`config.mk`:
```
export PLATFORM = sky130hd
export DESIGN_NAME = hci_bank_prio_arbiter_flat
export DESIGN_NICKNAME = d
export VERILOG_FILES = /design/src/rtl/hci_bank_prio_arbiter_if.sv /design/src/rtl/hci_bank_prio_arbiter.sv /design/src/flat_wrapper.sv
export SDC_FILE = /design/constraint.sdc
export NUM_CORES = 1
export LEC_CHECK = 0
export CORE_MARGIN = 5
export CORE_UTILIZATION = 25
export CTS_BUF_LIST = sky130_fd_sc_hd__clkbuf_16
export DETAILED_ROUTE_END_ITERATION = 7
export GPL_TIMING_DRIVEN = 0
export HOLD_SLACK_MARGIN = 0.12
export PLACE_DENSITY = 0.79
export SLEW_MARGIN = 10
export SYNTH_ARGS = -nofsm -noshare
export SYNTH_HDL_FRONTEND = slang
export SYNTH_SLANG_ARGS = --single-unit
```
`constraint.sdc`:
```
create_clock -name clk_i -period 2.2 [get_ports clk_i]
set_input_delay 0.22 -clock clk_i [delete_from_list [all_inputs] [get_ports clk_i]]
set_output_delay 0.22 -clock clk_i [all_outputs]
set_load 0.01 [all_outputs]
```
`src/rtl/hci_bank_prio_arbiter_if.sv`:
```
// Bundle of the three access ports around one TCDM bank: the log-interconnect
// branch, the HWPE shallow branch and the bank itself. The arbiter sits on the
// slave side; whatever drives requests and models the bank uses master.
interface hci_bank_prio_arbiter_if #(
  parameter int DW = 32,
  parameter int AW = 11,
  parameter int IW = 8
);
  // log-interconnect branch
  logic            log_req_i;
  logic            log_gnt_o;
  logic [AW-1:0]   log_add_i;
  logic            log_wen_i;
  logic [DW/8-1:0] log_be_i;
  logic [DW-1:0]   log_data_i;
  logic [IW-1:0]   log_id_i;
  logic            log_r_valid_o;
  logic [DW-1:0]   log_r_data_o;
  logic [IW-1:0]   log_r_id_o;

  // HWPE shallow branch
  logic            hwpe_req_i;
  logic            hwpe_gnt_o;
  logic [AW-1:0]   hwpe_add_i;
  logic            hwpe_wen_i;
  logic [DW/8-1:0] hwpe_be_i;
  logic [DW-1:0]   hwpe_data_i;
  logic            hwpe_r_valid_o;
  logic [DW-1:0]   hwpe_r_data_o;

  // single-ported bank
  logic            mem_req_o;
  logic [AW-1:0]   mem_add_o;
  logic            mem_wen_o;
  logic [DW/8-1:0] mem_be_o;
  logic [DW-1:0]   mem_data_o;
  logic [DW-1:0]   mem_r_data_i;

  modport slave (
    input  log_req_i, log_add_i, log_wen_i, log_be_i, log_data_i, log_id_i,
    output log_gnt_o, log_r_valid_o, log_r_data_o, log_r_id_o,
    input  hwpe_req_i, hwpe_add_i, hwpe_wen_i, hwpe_be_i, hwpe_data_i,
    output hwpe_gnt_o, hwpe_r_valid_o, hwpe_r_data_o,
    output mem_req_o, mem_add_o, mem_wen_o, mem_be_o, mem_data_o,
    input  mem_r_data_i
  );

  modport master (
    output log_req_i, log_add_i, log_wen_i, log_be_i, log_data_i, log_id_i,
    input  log_gnt_o, log_r_valid_o, log_r_data_o, log_r_id_o,
    output hwpe_req_i, hwpe_add_i, hwpe_wen_i, hwpe_be_i, hwpe_data_i,
    input  hwpe_gnt_o, hwpe_r_valid_o, hwpe_r_data_o,
    input  mem_req_o, mem_add_o, mem_wen_o, mem_be_o, mem_data_o,
    output mem_r_data_i
  );
endinterface

```
`src/rtl/hci_bank_prio_arbiter.sv`:
```
// Per-bank two-way arbiter in front of a TCDM bank. Shares the bank between
// the log-interconnect branch and the HWPE branch with runtime-selectable
// priority, a starvation guard that periodically lets the low-priority branch
// through, and routing of the one-cycle-latency bank response back to the
// branch that issued the access.
module hci_bank_prio_arbiter #(
  parameter int DW                   = 32,
  parameter int AW                   = 11,
  parameter int IW                   = 8,
  parameter int CW                   = 8,
  parameter int FILTER_WRITE_R_VALID = 0
) (
  input  logic          clk_i,
  input  logic          rst_ni,
  input  logic          clear_i,
  input  logic          ctrl_invert_prio_i,
  input  logic [CW-1:0] ctrl_max_stall_i,
  hci_bank_prio_arbiter_if.slave bus
);

  localparam logic [CW-1:0] STALL_SAT = '1;

  typedef enum logic {
    SEL_LOG  = 1'b0,
    SEL_HWPE = 1'b1
  } sel_e;

  // ---------------------------------------------------------------------------
  // State
  // ---------------------------------------------------------------------------
  logic [CW-1:0] r_stall_cnt;
  logic          r_prio_q;       // priority setting seen at the previous edge
  logic          r_resp_pending;
  sel_e          r_resp_sel;
  logic [IW-1:0] r_resp_id;
  logic          r_resp_is_wr;

  // ---------------------------------------------------------------------------
  // Arbitration
  // ---------------------------------------------------------------------------
  logic w_hi_req;
  logic w_lo_req;
  logic w_force;
  logic w_gnt_hi;
  logic w_gnt_lo;
  logic w_prio_flip;

  // hi is HWPE unless the priority is inverted; lo is the other branch
  assign w_hi_req    = ctrl_invert_prio_i ? bus.log_req_i  : bus.hwpe_req_i;
  assign w_lo_req    = ctrl_invert_prio_i ? bus.hwpe_req_i : bus.log_req_i;
  assign w_force     = (ctrl_max_stall_i != '0) && (r_stall_cnt >= ctrl_max_stall_i);
  assign w_gnt_lo    = w_lo_req && (!w_hi_req || w_force);
  assign w_gnt_hi    = w_hi_req && !w_gnt_lo;
  assign w_prio_flip = (ctrl_invert_prio_i != r_prio_q);

  assign bus.log_gnt_o  = ctrl_invert_prio_i ? w_gnt_hi : w_gnt_lo;
  assign bus.hwpe_gnt_o = ctrl_invert_prio_i ? w_gnt_lo : w_gnt_hi;
  assign bus.mem_req_o  = bus.log_gnt_o | bus.hwpe_gnt_o;

  // Bank access fields follow the granted branch, zero when idle
  always_comb begin
    // NOTE: every output of a combinational block gets a default first so
    // that no path leaves it unassigned and a latch is never inferred.
    bus.mem_add_o  = '0;
    bus.mem_wen_o  = 1'b0;
    bus.mem_be_o   = '0;
    bus.mem_data_o = '0;
    if (bus.log_gnt_o) begin
      bus.mem_add_o  = bus.log_add_i;
      bus.mem_wen_o  = bus.log_wen_i;
      bus.mem_be_o   = bus.log_be_i;
      bus.mem_data_o = bus.log_data_i;
    end else if (bus.hwpe_gnt_o) begin
      bus.mem_add_o  = bus.hwpe_add_i;
      bus.mem_wen_o  = bus.hwpe_wen_i;
      bus.mem_be_o   = bus.hwpe_be_i;
      bus.mem_data_o = bus.hwpe_data_i;
    end
  end

  // Starvation counter: counts consecutive cycles lo waits behind hi
  always_ff @(posedge clk_i or negedge rst_ni) begin
    // NOTE: sequential state is written with non-blocking assignments only,
    // so every register samples the values from before this edge.
    if (!rst_ni) begin
      r_stall_cnt <= '0;
      r_prio_q    <= 1'b0;
    end else if (clear_i) begin
      r_stall_cnt <= '0;
      // track the live setting so a clear is not followed by a spurious flip
      r_prio_q    <= ctrl_invert_prio_i;
    end else begin
      r_prio_q <= ctrl_invert_prio_i;
      if (w_prio_flip) begin
        r_stall_cnt <= '0;
      end else if (w_lo_req && !w_gnt_lo) begin
        if (r_stall_cnt != STALL_SAT) begin
          r_stall_cnt <= r_stall_cnt + CW'(1);
        end
      end else begin
        r_stall_cnt <= '0;
      end
    end
  end

  // ---------------------------------------------------------------------------
  // Response path
  // ---------------------------------------------------------------------------
  // Remember who owns the bank response arriving on the next cycle
  always_ff @(posedge clk_i or negedge rst_ni) begin
    if (!rst_ni) begin
      r_resp_pending <= 1'b0;
      r_resp_sel     <= SEL_LOG;
      r_resp_id      <= '0;
      r_resp_is_wr   <= 1'b0;
    end else if (clear_i) begin
      r_resp_pending <= 1'b0;
      r_resp_sel     <= SEL_LOG;
      r_resp_id      <= '0;
      r_resp_is_wr   <= 1'b0;
    end else begin
      r_resp_pending <= bus.mem_req_o;
      if (bus.mem_req_o) begin
        r_resp_sel   <= bus.hwpe_gnt_o ? SEL_HWPE : SEL_LOG;
        r_resp_id    <= bus.log_gnt_o ? bus.log_id_i : '0;
        r_resp_is_wr <= ~bus.mem_wen_o;
      end
    end
  end

  logic          w_resp_valid;
  logic [DW-1:0] w_resp_data;

  assign w_resp_valid = r_resp_pending && !((FILTER_WRITE_R_VALID != 0) && r_resp_is_wr);
  assign w_resp_data  = r_resp_is_wr ? '0 : bus.mem_r_data_i;

  // Steer the bank response to the branch that issued the access
  always_comb begin
    bus.log_r_valid_o  = 1'b0;
    bus.log_r_data_o   = '0;
    bus.log_r_id_o     = '0;
    bus.hwpe_r_valid_o = 1'b0;
    bus.hwpe_r_data_o  = '0;
    if (w_resp_valid) begin
      if (r_resp_sel == SEL_HWPE) begin
        bus.hwpe_r_valid_o = 1'b1;
        bus.hwpe_r_data_o  = w_resp_data;
      end else begin
        bus.log_r_valid_o  = 1'b1;
        bus.log_r_data_o   = w_resp_data;
        bus.log_r_id_o     = r_resp_id;
      end
    end
  end

endmodule

```
`src/flat_wrapper.sv`:
```
// flat-port wrapper written by rule: the top's interface ports become plain ports
module hci_bank_prio_arbiter_flat 
#(
  parameter int DW                   = 32,
  parameter int AW                   = 11,
  parameter int IW                   = 8,
  parameter int CW                   = 8,
  parameter int FILTER_WRITE_R_VALID = 0
)
  (clk_i, rst_ni, clear_i, ctrl_invert_prio_i, ctrl_max_stall_i, bus_log_req_i, bus_log_add_i, bus_log_wen_i, bus_log_be_i, bus_log_data_i, bus_log_id_i, bus_log_gnt_o, bus_log_r_valid_o, bus_log_r_data_o, bus_log_r_id_o, bus_hwpe_req_i, bus_hwpe_add_i, bus_hwpe_wen_i, bus_hwpe_be_i, bus_hwpe_data_i, bus_hwpe_gnt_o, bus_hwpe_r_valid_o, bus_hwpe_r_data_o, bus_mem_req_o, bus_mem_add_o, bus_mem_wen_o, bus_mem_be_o, bus_mem_data_o, bus_mem_r_data_i);
  hci_bank_prio_arbiter_if #(.DW(DW), .AW(AW), .IW(IW)) bus_i ();
  input  logic clk_i;
  input  logic rst_ni;
  input  logic clear_i;
  input  logic ctrl_invert_prio_i;
  input  logic [CW-1:0] ctrl_max_stall_i;
  input wire logic [$bits(bus_i.log_req_i)-1:0] bus_log_req_i;
  input wire logic [$bits(bus_i.log_add_i)-1:0] bus_log_add_i;
  input wire logic [$bits(bus_i.log_wen_i)-1:0] bus_log_wen_i;
  input wire logic [$bits(bus_i.log_be_i)-1:0] bus_log_be_i;
  input wire logic [$bits(bus_i.log_data_i)-1:0] bus_log_data_i;
  input wire logic [$bits(bus_i.log_id_i)-1:0] bus_log_id_i;
  output wire logic [$bits(bus_i.log_gnt_o)-1:0] bus_log_gnt_o;
  output wire logic [$bits(bus_i.log_r_valid_o)-1:0] bus_log_r_valid_o;
  output wire logic [$bits(bus_i.log_r_data_o)-1:0] bus_log_r_data_o;
  output wire logic [$bits(bus_i.log_r_id_o)-1:0] bus_log_r_id_o;
  input wire logic [$bits(bus_i.hwpe_req_i)-1:0] bus_hwpe_req_i;
  input wire logic [$bits(bus_i.hwpe_add_i)-1:0] bus_hwpe_add_i;
  input wire logic [$bits(bus_i.hwpe_wen_i)-1:0] bus_hwpe_wen_i;
  input wire logic [$bits(bus_i.hwpe_be_i)-1:0] bus_hwpe_be_i;
  input wire logic [$bits(bus_i.hwpe_data_i)-1:0] bus_hwpe_data_i;
  output wire logic [$bits(bus_i.hwpe_gnt_o)-1:0] bus_hwpe_gnt_o;
  output wire logic [$bits(bus_i.hwpe_r_valid_o)-1:0] bus_hwpe_r_valid_o;
  output wire logic [$bits(bus_i.hwpe_r_data_o)-1:0] bus_hwpe_r_data_o;
  output wire logic [$bits(bus_i.mem_req_o)-1:0] bus_mem_req_o;
  output wire logic [$bits(bus_i.mem_add_o)-1:0] bus_mem_add_o;
  output wire logic [$bits(bus_i.mem_wen_o)-1:0] bus_mem_wen_o;
  output wire logic [$bits(bus_i.mem_be_o)-1:0] bus_mem_be_o;
  output wire logic [$bits(bus_i.mem_data_o)-1:0] bus_mem_data_o;
  input wire logic [$bits(bus_i.mem_r_data_i)-1:0] bus_mem_r_data_i;
  assign bus_i.log_req_i = bus_log_req_i;
  assign bus_i.log_add_i = bus_log_add_i;
  assign bus_i.log_wen_i = bus_log_wen_i;
  assign bus_i.log_be_i = bus_log_be_i;
  assign bus_i.log_data_i = bus_log_data_i;
  assign bus_i.log_id_i = bus_log_id_i;
  assign bus_log_gnt_o = bus_i.log_gnt_o;
  assign bus_log_r_valid_o = bus_i.log_r_valid_o;
  assign bus_log_r_data_o = bus_i.log_r_data_o;
  assign bus_log_r_id_o = bus_i.log_r_id_o;
  assign bus_i.hwpe_req_i = bus_hwpe_req_i;
  assign bus_i.hwpe_add_i = bus_hwpe_add_i;
  assign bus_i.hwpe_wen_i = bus_hwpe_wen_i;
  assign bus_i.hwpe_be_i = bus_hwpe_be_i;
  assign bus_i.hwpe_data_i = bus_hwpe_data_i;
  assign bus_hwpe_gnt_o = bus_i.hwpe_gnt_o;
  assign bus_hwpe_r_valid_o = bus_i.hwpe_r_valid_o;
  assign bus_hwpe_r_data_o = bus_i.hwpe_r_data_o;
  assign bus_mem_req_o = bus_i.mem_req_o;
  assign bus_mem_add_o = bus_i.mem_add_o;
  assign bus_mem_wen_o = bus_i.mem_wen_o;
  assign bus_mem_be_o = bus_i.mem_be_o;
  assign bus_mem_data_o = bus_i.mem_data_o;
  assign bus_i.mem_r_data_i = bus_mem_r_data_i;
  hci_bank_prio_arbiter #(.DW(DW), .AW(AW), .IW(IW), .CW(CW), .FILTER_WRITE_R_VALID(FILTER_WRITE_R_VALID)) u_core (.clk_i(clk_i), .rst_ni(rst_ni), .clear_i(clear_i), .ctrl_invert_prio_i(ctrl_invert_prio_i), .ctrl_max_stall_i(ctrl_max_stall_i), .bus(bus_i));
endmodule
```
==> run summary, run 1 <==
status: complete, but fails checks
failing checks: negative setup slack
TritonCTS Sinks: 20
Setup crit end: bus_mem_data_o[23]
total CTS buffers: 3
Initial Utilization: 25.6%
Detailed Place HPWL: 11600 um
Hold WC Path Type: in2async
post-route ant nets: 0
GRT Total Usage: 21.6%
PortBufs: 274
Crit path required time: 1.98 ns
Clock Tree Buf Depth: 2
First-pass DRT Iterations: 4
layout cell share with drive strength beyond 1: 19.0%
Power per Cell Area: 307 nW/um^2
Pint: 1.19 mW
Via-to-Cell Ratio: 4.79
number of global-route vias before repair: 3652
Net Sw Power: 523 uW
Post-synth EDFFs: 0
maximum number of pins on one net before global-route repair: 21
final hold vios: 0
Rel. slew slack: 38.7%
post-synthesis xor/xnor area fraction: 0.740%
Crit. End Element: output port
CP startpoint kind: flip-flop
Fillers: 816
CTS hold repair buffers: 0
core box area: 9240 um^2
row count: 35
Final Max Tran Viols: 0
Reg clk slew, reported paths: 0.05 ns
GRT overflow: 0
final wirelength: 13800 um
most common cell after layout, fill and taps aside: clkdlybuf4s50_1
# Max-Cap Violations: 0
Worst-Margin Slew: 0.916 ns
WP data arrival: 2.35 ns
YS warnings: 0
die width: 107 um
min cycle time layout: 2.57 ns
initial DRC count: 160
main flop type after synthesis: dfrtp_1
final core occ: 60.4%
multi-input logic area: 1790 um^2
H-tree lvl count: 1
final hold slack: 0.486 ns
Cells after Synth: 312
CP max FO: 7
largest family of logic cells by synthesized area: simple AND/OR/NAND/NOR gates
FF+latch count, synth: 20
Clock Latency Late Sink: 0.25 ns
Switching Share: 30.6%
Clk pwr share: 21.5%
Worst Setup SP: u_core.r_stall_cnt[1]
Die H: 107 um
period utilization: 117%
Clock Tree Root: clkbuf_16
Synth Area in Adders: 4.75%
R2R Setup Slk: 0.14 ns
fraction of registers with async set/reset: 100%
die area: 11500 um^2
vias: 3557
RSZ-0062 raised after global routing: true
Pleak: 2.40 nW
DRC: 0
Clock Skew: 0.00273 ns
VDD IR max: 0.289 mV
Simple-Gate Fraction of Synth Area: 35.2%
Compound-Gate Fraction of Synth Area: 27.7%
multiplexer share of the synthesized area: 1.32%
global-route wire length before repair: 19700 um
proportion of power drawn by flip-flops and latches: 22.6%
Avg WL per Cell: 18.6 um
most frequent cells in the layout: 215 x clkdlybuf4s50_1, 73 x nor2_1, 48 x a22o_1
Syn Nets: 471
Seq/Total Area, Yosys: 21.1%
Layout Nets: 771
sequential cell area: 503 um^2
count of different cell masters after synthesis: 50
Post-Syn Area per Cell: 7.59 um^2
Register-to-Register Path Depth: 7
TritonCTS clock tree: yes
I/O Pins: 275
share of power burned in combinational logic: 55.9%
initial antenna violation count: 3
Setup violations, final: 50
GPL Wtd Cong: 0.904
fmax: 389 MHz
area delta synth->final: 135%
reg2reg end: u_core.r_resp_is_wr
WS Path Type: reg2out
setup ws final: -0.371 ns
cell area after synthesis: 2370 um^2
worst reg2reg startpoint: u_core.r_stall_cnt[1]
synthesized netlist by cell type (4+ instances only):
cell	number	area, um^2
and3_1	4	25.0
nand2b_1	33	206
a21oi_1	9	45.0
a31oi_1	4	25.0
inv_1	12	45.0
ha_1	9	113
a22o_1	48	420
dfrtp_1	20	500
nand2_1	16	60.1
and2_1	8	50.1
clkbuf_1	15	56.3
nor2_1	74	278
nand4_1	10	62.6
flip-flops by register name, indices dropped and copies added (netlist names):
name                   flops
u_core.r_resp_id           8
u_core.r_stall_cnt         8
u_core.r_prio_q            1
u_core.r_resp_is_wr        1
u_core.r_resp_pending      1
u_core.r_resp_sel          1
power by group through the flow:
stage          Clock (mW)  Sequential, mW  Combinational (mW)
6_report            0.368           0.387               0.956
5_1_grt             0.395           0.388                1.02
4_1_cts             0.376           0.387               0.919
3_5_place_dp            0           0.394               0.955
3_3_place_gp            0           0.393               0.944
2_1_floorplan           0           0.392               0.344
per-stage QoR:
stage,TNS (ns),std cells,total power [mW],instance area (um^2),setup WS (ns)
floorplan,0,312,0.736,2380,0.000771
global placement,-61.43,715,1.34,5280,-1.23
detailed placement,-66.35,715,1.35,5280,-1.32
CTS,-14.23,734,1.68,5380,-0.318
global route,-20.29,742,1.80,5580,-0.455
finish,-16.49,742,1.71,5580,-0.371
kinds of logic (layout without fill, tap and decap cells):
logic type / after synthesis / in the layout
multiplexers: 3 / 3
flip-flops: 20 / 20
XOR/XNOR: 2 / 2
AO/OA/AOI/OAI: 79 / 79
buffers and inverters: 37 / 335
other: 0 / 3
adder cells (fa/ha/maj): 9 / 9
AND/OR/NAND/NOR: 162 / 162
what timing repair did:
item                       in CTS  in global routing
pin swaps                      11                 25
gates cloned                    0                  2
setup endpoints to repair      53                 82
buffers inserted               18                  3
gates resized for setup       244                 35
how the worst min path moves through the flow:
| stage | start | endpoint | slack [ns] |
|---|---|---|---|
| CTS | rst_ni | u_core.r_stall_cnt[0] | 0.52 |
| detailed placement | u_core.r_resp_id[1] | u_core.r_resp_id[1] | 0.51 |
| finish | rst_ni | u_core.r_stall_cnt[0] | 0.49 |
| global placement | u_core.r_resp_id[0] | u_core.r_resp_id[0] | 0.51 |
| global route | u_core.r_resp_id[1] | u_core.r_resp_id[1] | 0.54 |
| floorplan | rst_ni | u_core.r_prio_q | -0.08 |
worst max-delay path, stage by stage, from the launching register on:
cell and delay, ns:
dfrtp_1 0.40, ha_4 0.18, nor4_4 0.33, o21ai_4 0.14, buf_6 0.14, nand4_1 0.10
and3_4 0.34, clkbuf_16 0.18, a22o_1 0.14, buf_2 0.13
final cells by class:
type	count	area share [%]
Buffer	22	3.66
Tap cell	129	2.89
Sequential cell	20	9.02
Clock buffer	3	1.35
Antenna cell	3	0.135
Timing Repair Buffer	297	50.0
Inverter	13	0.875
Multi-Input combinational cell	255	32.1
metal layers:
metal,track usage (%),up-vias,wire (um)
met1,23.3,1672,4760
li1,-,1706,-
met4,5.23,0,302
met3,4.86,18,1110
met5,0,-,0
met2,42.4,161,7610
Note: power is estimated with default switching activity, not from simulation.
==> inputs of run 2 (changes only) <==
--- a/config.mk
+++ b/config.mk
@@ -5,13 +5,13 @@
 export SDC_FILE = /design/constraint.sdc
 export NUM_CORES = 1
 export LEC_CHECK = 0
-export CORE_MARGIN = 5
-export CORE_UTILIZATION = 25
+export CORE_AREA = 5 5 104 106
 export CTS_BUF_LIST = sky130_fd_sc_hd__clkbuf_16
 export DETAILED_ROUTE_END_ITERATION = 7
+export DIE_AREA = 0 0 109 111
 export GPL_TIMING_DRIVEN = 0
 export HOLD_SLACK_MARGIN = 0.12
-export PLACE_DENSITY = 0.79
+export PLACE_DENSITY = 0.74
 export SLEW_MARGIN = 10
 export SYNTH_ARGS = -nofsm -noshare
 export SYNTH_HDL_FRONTEND = slang
==> constraint.sdc (replaced) <==
create_clock -name clk_i -period 2.9 [get_ports clk_i]
set_input_delay 0.29 -clock clk_i [delete_from_list [all_inputs] [get_ports clk_i]]
set_output_delay 0.29 -clock clk_i [all_outputs]
set_load 0.01 [all_outputs]
==> run summary, run 2 (synthesis results as in run 1) <==
Clk pwr share: 27.8% (was 21.5%)
Net Sw Power: 405 uW (was 523 uW)
CP startpoint kind: flip-flop (unchanged)
Clock Latency Late Sink: 0.25 ns (about the same)
initial DRC count: 211 (was 160)
Setup violations, final: 0 (was 50)
maximum number of pins on one net before global-route repair: 21 (unchanged)
row count: 36 (was 35)
final hold vios: 0 (unchanged)
Pleak: 2.31 nW (was 2.40 nW)
final hold slack: 0.517 ns (was 0.486 ns)
Layout Cells excl Fill: 738 (was 742)
Hold WC Path Type: reg2reg (was in2async)
RSZ-0062 raised after global routing: true (unchanged)
global-route wire length before repair: 20700 um (was 19700 um)
area delta synth->final: 125% (was 135%)
Final Power: 1.37 mW (was 1.71 mW)
Avg WL per Cell: 19.4 um (was 18.6 um)
period utilization: 99.7%
GRT overflow: 0 (unchanged)
number of global-route vias before repair: 3488 (was 3652)
Rel. slew slack: 36.9% (was 38.7%)
layout cell share with drive strength beyond 1: 15.8% (was 19.0%)
# placed instances: 719 (was 715)
WS Path Type: reg2out (unchanged)
post-route ant nets: 0 (unchanged)
multi-input logic area: 1690 um^2 (was 1790 um^2)
Final Max Tran Viols: 0 (unchanged)
Initial Utilization: 24.5% (was 25.6%)
WP data arrival: 2.60 ns (was 2.35 ns)
Worst-Margin Slew: 0.943 ns (was 0.916 ns)
DP Area: 5280 um^2 (about the same)
# Max-Cap Violations: 0 (unchanged)
Die H: 111 um (was 107 um)
Pint: 960 uW (was 1.19 mW)
I/O Pins: 275 (unchanged)
Crit. End Element: output port (unchanged)
Clock Tree Root: clkbuf_16 (unchanged)
total CTS buffers: 3 (unchanged)
status: completed (was complete, but fails checks)
sequential cell area: 500 um^2 (was 503 um^2)
most frequent cells in the layout: 216 x clkdlybuf4s50_1, 74 x nor2_1, 47 x a22o_1 (was 215 x clkdlybuf4s50_1, 73 x nor2_1, 48 x a22o_1)
proportion of power drawn by flip-flops and latches: 21.5% (was 22.6%)
Layout Nets: 763 (was 771)
Crit path required time: 2.61 ns (was 1.98 ns)
Switching Share: 29.7% (was 30.6%)
share of power burned in combinational logic: 50.7% (was 55.9%)
TritonCTS Sinks: 20 (unchanged)
VDD IR max: 0.217 mV (was 0.289 mV)
H-tree lvl count: 1 (unchanged)
initial antenna violation count: 6 (was 3)
most common cell after layout, fill and taps aside: clkdlybuf4s50_1 (unchanged)
GRT Total Usage: 22.2% (was 21.6%)
final wirelength: 14300 um (was 13800 um)
Regs by FF count: u_core.r_resp_id: 8 flops, u_core.r_stall_cnt: 8 flops (unchanged)
core box area: 9680 um^2 (was 9240 um^2)
Via-to-Cell Ratio: 4.69 (was 4.79)
CP max FO: 10 (was 7)
Reg clk slew, reported paths: 0.06 ns (was 0.05 ns)
TritonCTS clock tree: yes (unchanged)
min cycle time layout: 2.89 ns
Power per Cell Area: 257 nW/um^2 (was 307 nW/um^2)
accumulated negative setup slack: 0 ns (was -16.49 ns)
Detailed Place HPWL: 12300 um (was 11600 um)
fmax: 346 MHz
Clock Skew: 0.00217 ns (was 0.00273 ns)
First-pass DRT Iterations: 4 (unchanged)
Fillers: 947 (was 816)
DRC: 0 (unchanged)
GPL Wtd Cong: 0.856 (was 0.904)
die area: 12100 um^2 (was 11500 um^2)
PortBufs: 274 (unchanged)
design area: 5320 um^2 (was 5580 um^2)
die width: 109 um (was 107 um)
vias: 3463 (was 3557)
Clock Tree Buf Depth: 2 (unchanged)
run 2: changes by cell type in the layout (fill, tap and decap cells not counted), moves of 3 or more:
cell,change
ha_1,+6
buf_2,-35
clkbuf_1,+3
ha_4,-5
buf_6,-11
buf_8,-3
clkbuf_2,+44
buf_4,-7
run 2: area by class of cell:
class,count,share of cell area (%)
antenna,2,0.0941
tap,133,3.13
buffer,23,3.58
inverter,13,0.918
clock buffer,3,1.41
timing repair buffer,288,49.0
multi-input combinational,255,31.9
sequential,20,9.41
clock inverter,1,0.565
run 2: critical path: stages (launching register included):
cell and delay, ns:
dfrtp_1 0.40, ha_1 0.31, a21oi_2 0.26, o211ai_1 0.12, a31o_2 0.30, and3_4 0.19
buf_6 0.14, buf_8 0.14, a22o_1 0.24, clkdlybuf4s15_1 0.23
run 2: layer usage:
metal	wire length, um	vias to the layer above	track usage [%]	share of wire [%]
li1	-	1692	-	-
met1	5350	1573	24.8	37
met2	7010	162	38.2	49
met3	1650	28	10.5	12
met4	253	8	4.04	1.8
met5	62	-	0	0.43
run 2: through the flow:
step	utilization, %	setup slack (ns)
after floorplan	-	0.541
after global placement	54.5	-0.802
after detailed placement	54.5	-0.854
after CTS	56.0	0.00357
after global routing	54.9	-0.102
final	54.9	0.00752
run 2: worst paths after layout:
check | from | end | slack [ns] | cells after the start
hold / removal | u_core.r_resp_id[2] | u_core.r_resp_id[2] | 0.52 | 2
min in group asynchronous | rst_ni | u_core.r_stall_cnt[3] | 0.56 | 1
setup reg to reg | u_core.r_stall_cnt[5] | u_core.r_resp_is_wr | 0.66 | 8
max in group asynchronous | rst_ni | u_core.r_resp_sel | 1.76 | 1
setup / recovery | u_core.r_stall_cnt[5] | bus_mem_data_o[30] | 0.008 | 9
hold reg to reg | u_core.r_resp_id[2] | u_core.r_resp_id[2] | 0.52 | 2
run 2: what timing repair did:
item	4_1_cts	5_1_grt
hold buffers	0	0
endpoints found under the setup margin	50	50
endpoints found under the hold margin	0	0
pin swaps	6	7
resized for setup	73	110
buffers inserted	10	4
run 2: power by group through the flow:
stage	sequential (mW)	clock [mW]	combinational [mW]
2_1_floorplan	0.297	0	0.261
3_3_place_gp	0.298	0	0.723
3_5_place_dp	0.299	0	0.729
4_1_cts	0.294	0.385	0.699
5_1_grt	0.295	0.399	0.743
6_report	0.294	0.379	0.692
==> inputs of run 3 (changes only) <==
--- a/config.mk
+++ b/config.mk
@@ -11,7 +11,7 @@
 export DIE_AREA = 0 0 109 111
 export GPL_TIMING_DRIVEN = 0
 export HOLD_SLACK_MARGIN = 0.12
-export PLACE_DENSITY = 0.74
+export PLACE_DENSITY = 0.85
 export SLEW_MARGIN = 10
 export SYNTH_ARGS = -nofsm -noshare
 export SYNTH_HDL_FRONTEND = slang
==> run summary, run 3 (synthesis results as in run 1) <==
die width: 109 um (unchanged)
period utilization: 96.8% (was 99.7%)
R2R Setup Slk: 0.72 ns (was 0.66 ns)
most frequent cells in the layout: 216 x clkdlybuf4s50_1, 74 x nor2_1, 48 x a22o_1 (was 216 x clkdlybuf4s50_1, 74 x nor2_1, 47 x a22o_1)
global-route wire length before repair: 20800 um (was 20700 um)
final wirelength: 14300 um (about the same)
initial antenna violation count: 11 (was 6)
DRC: 0 (unchanged)
Hold Crit Endpoint: u_core.r_resp_id[3] (was u_core.r_resp_id[2])
Rel. slew slack: 41.5% (was 36.9%)
Fillers: 902 (was 947)
VDD IR max: 0.213 mV (was 0.217 mV)
CP max FO: 10 (unchanged)
number of global-route vias before repair: 3707 (was 3488)
vias: 3545 (was 3463)
final core occ: 55.4% (was 54.9%)
GRT Total Usage: 22.3% (was 22.2%)
# Max-Cap Violations: 0 (unchanged)
PortBufs: 274 (unchanged)
Hold WC Path Type: reg2reg (unchanged)
Initial Utilization: 24.5% (unchanged)
CP cell instances: ha_1, nor4_4, o21ai_2, a31o_1, buf_4, and3_4, buf_6, buf_12, a22o_1, clkdlybuf4s15_1 (was ha_1, a21oi_2, o211ai_1, a31o_2, and3_4, buf_6, buf_8, a22o_1, clkdlybuf4s15_1)
Via-to-Cell Ratio: 4.79 (was 4.69)
CP startpoint kind: flip-flop (unchanged)
GRT overflow: 0 (unchanged)
Die H: 111 um (unchanged)
Detailed Place HPWL: 12400 um (was 12300 um)
CP max stage cell: dfrtp_2 (was dfrtp_1)
worst reg2reg startpoint: u_core.r_stall_cnt[2] (was u_core.r_stall_cnt[5])
die area: 12100 um^2 (unchanged)
largest stage delay on the critical path: 0.43 ns (was 0.40 ns)
CTS hold repair buffers: 0 (unchanged)
worst hold start: u_core.r_resp_id[3] (was u_core.r_resp_id[2])
Reg clk slew, reported paths: 0.06 ns (about the same)
DP Area: 5280 um^2 (unchanged)
design area: 5360 um^2 (was 5320 um^2)
core box area: 9680 um^2 (unchanged)
Worst-Margin Slew: 0.875 ns (was 0.943 ns)
maximum number of pins on one net before global-route repair: 21 (unchanged)
Clock Latency Late Sink: 0.25 ns (about the same)
RSZ-0062 raised after global routing: false (was true)
final hold slack: 0.525 ns (was 0.517 ns)
post-route ant nets: 0 (unchanged)
TritonCTS clock tree: yes (unchanged)
total CTS buffers: 3 (unchanged)
Register-to-Register Path Depth: 9 (was 8)
min cycle time layout: 2.81 ns (was 2.89 ns)
Layout Nets: 765 (was 763)
Setup violations, final: 0 (unchanged)
status: completed (unchanged)
WP data arrival: 2.52 ns (was 2.60 ns)
First-pass DRT Iterations: 4 (unchanged)
Final Power: 1.36 mW (was 1.37 mW)
Crit path required time: 2.61 ns (about the same)
Final Max Tran Viols: 0 (unchanged)
final hold vios: 0 (unchanged)
initial DRC count: 209 (was 211)
Clock Tree Buf Depth: 2 (unchanged)
Pleak: 2.33 nW (was 2.31 nW)
fmax: 356 MHz (was 346 MHz)
I/O Pins: 275 (unchanged)
most common cell after layout, fill and taps aside: clkdlybuf4s50_1 (unchanged)
row count: 36 (unchanged)
Clock Skew: 0.00357 ns (was 0.00217 ns)
Clock Tree Root: clkbuf_16 (unchanged)
H-tree lvl count: 1 (unchanged)
Crit. End Element: output port (unchanged)
GPL Wtd Cong: 0.841 (was 0.856)
layout cell share with drive strength beyond 1: 16.2% (was 15.8%)
Avg WL per Cell: 19.3 um (was 19.4 um)
Power per Cell Area: 253 nW/um^2 (was 257 nW/um^2)
Regs by FF count: u_core.r_resp_id: 8 flops, u_core.r_stall_cnt: 8 flops (unchanged)
reg2reg end: u_core.r_resp_is_wr (unchanged)
area delta synth->final: 126% (was 125%)
Worst Hold Depth: 2 (unchanged)
WS Path Type: reg2out (unchanged)
TritonCTS Sinks: 20 (unchanged)
-- run 3: timing repair --
| action | in CTS | in global routing |
|---|---|---|
| setup buffers | 9 | 6 |
| endpoints found under the setup margin | 50 | 50 |
| pin swaps | 6 | 3 |
| gates resized for setup | 104 | 73 |
-- run 3: worst max path at each step --
stage                          startpoint            endpoint  slack [ns]
detailed placement    ctrl_max_stall_i[5]  bus_mem_data_o[12]       -0.94
finish              u_core.r_stall_cnt[2]    bus_mem_add_o[8]        0.09
global placement      ctrl_max_stall_i[5]   bus_mem_data_o[7]       -0.86
global route        u_core.r_stall_cnt[2]    bus_mem_add_o[8]       0.001
CTS                 u_core.r_stall_cnt[7]       bus_log_gnt_o      0.0007
floorplan           u_core.r_stall_cnt[5]    bus_mem_add_o[1]        0.54
-- run 3: routing by layer --
layer / up-vias / wire, um / GRT usage [%]
met2: 184 / 7000 / 38.5
met3: 30 / 2090 / 14.1
met1: 1617 / 4920 / 23.1
met5: - / 107 / 0
met4: 18 / 199 / 2.78
li1: 1696 / - / -
-- run 3: cell type report --
class	count	area, um^2	share of cell area [%]
clock buffer	3	75.1	1.40
clock inverter	1	30.0	0.560
inverter	13	48.8	0.910
sequential	20	504	9.40
multi-input combinational	255	1730	32.2
antenna	2	5.00	0.0933
timing repair buffer	289	2630	49.1
tap	133	166	3.10
buffer	24	176	3.29
-- run 3: where the power goes --
group | total, mW | leakage [nW] | switching (mW) | internal [mW]
Clock | 0.375 | 0.0511 | 0.101 | 0.274
Sequential | 0.294 | 0.265 | 0.00584 | 0.288
Combinational | 0.687 | 2.01 | 0.292 | 0.395
-- run 3: through the flow --
| stage | setup TNS [ns] | instances | setup WS (ns) |
|---|---|---|---|
| floorplan | 0 | 312 | 0.541 |
| global placement | -38.42 | 719 | -0.862 |
| detailed placement | -42.20 | 719 | -0.936 |
| CTS | 0 | 732 | 0.000728 |
| global route | 0 | 739 | 0.00136 |
| finish | 0 | 740 | 0.0920 |
-- run 3: critical path, delay by kind of cell (launching register included) --
kind | cells | cell delay, ns
buf+inv | 4 | 0.67
compound gates | 3 | 0.55
simple gates | 2 | 0.38
flops | 1 | 0.43
fa+ha+maj | 1 | 0.23
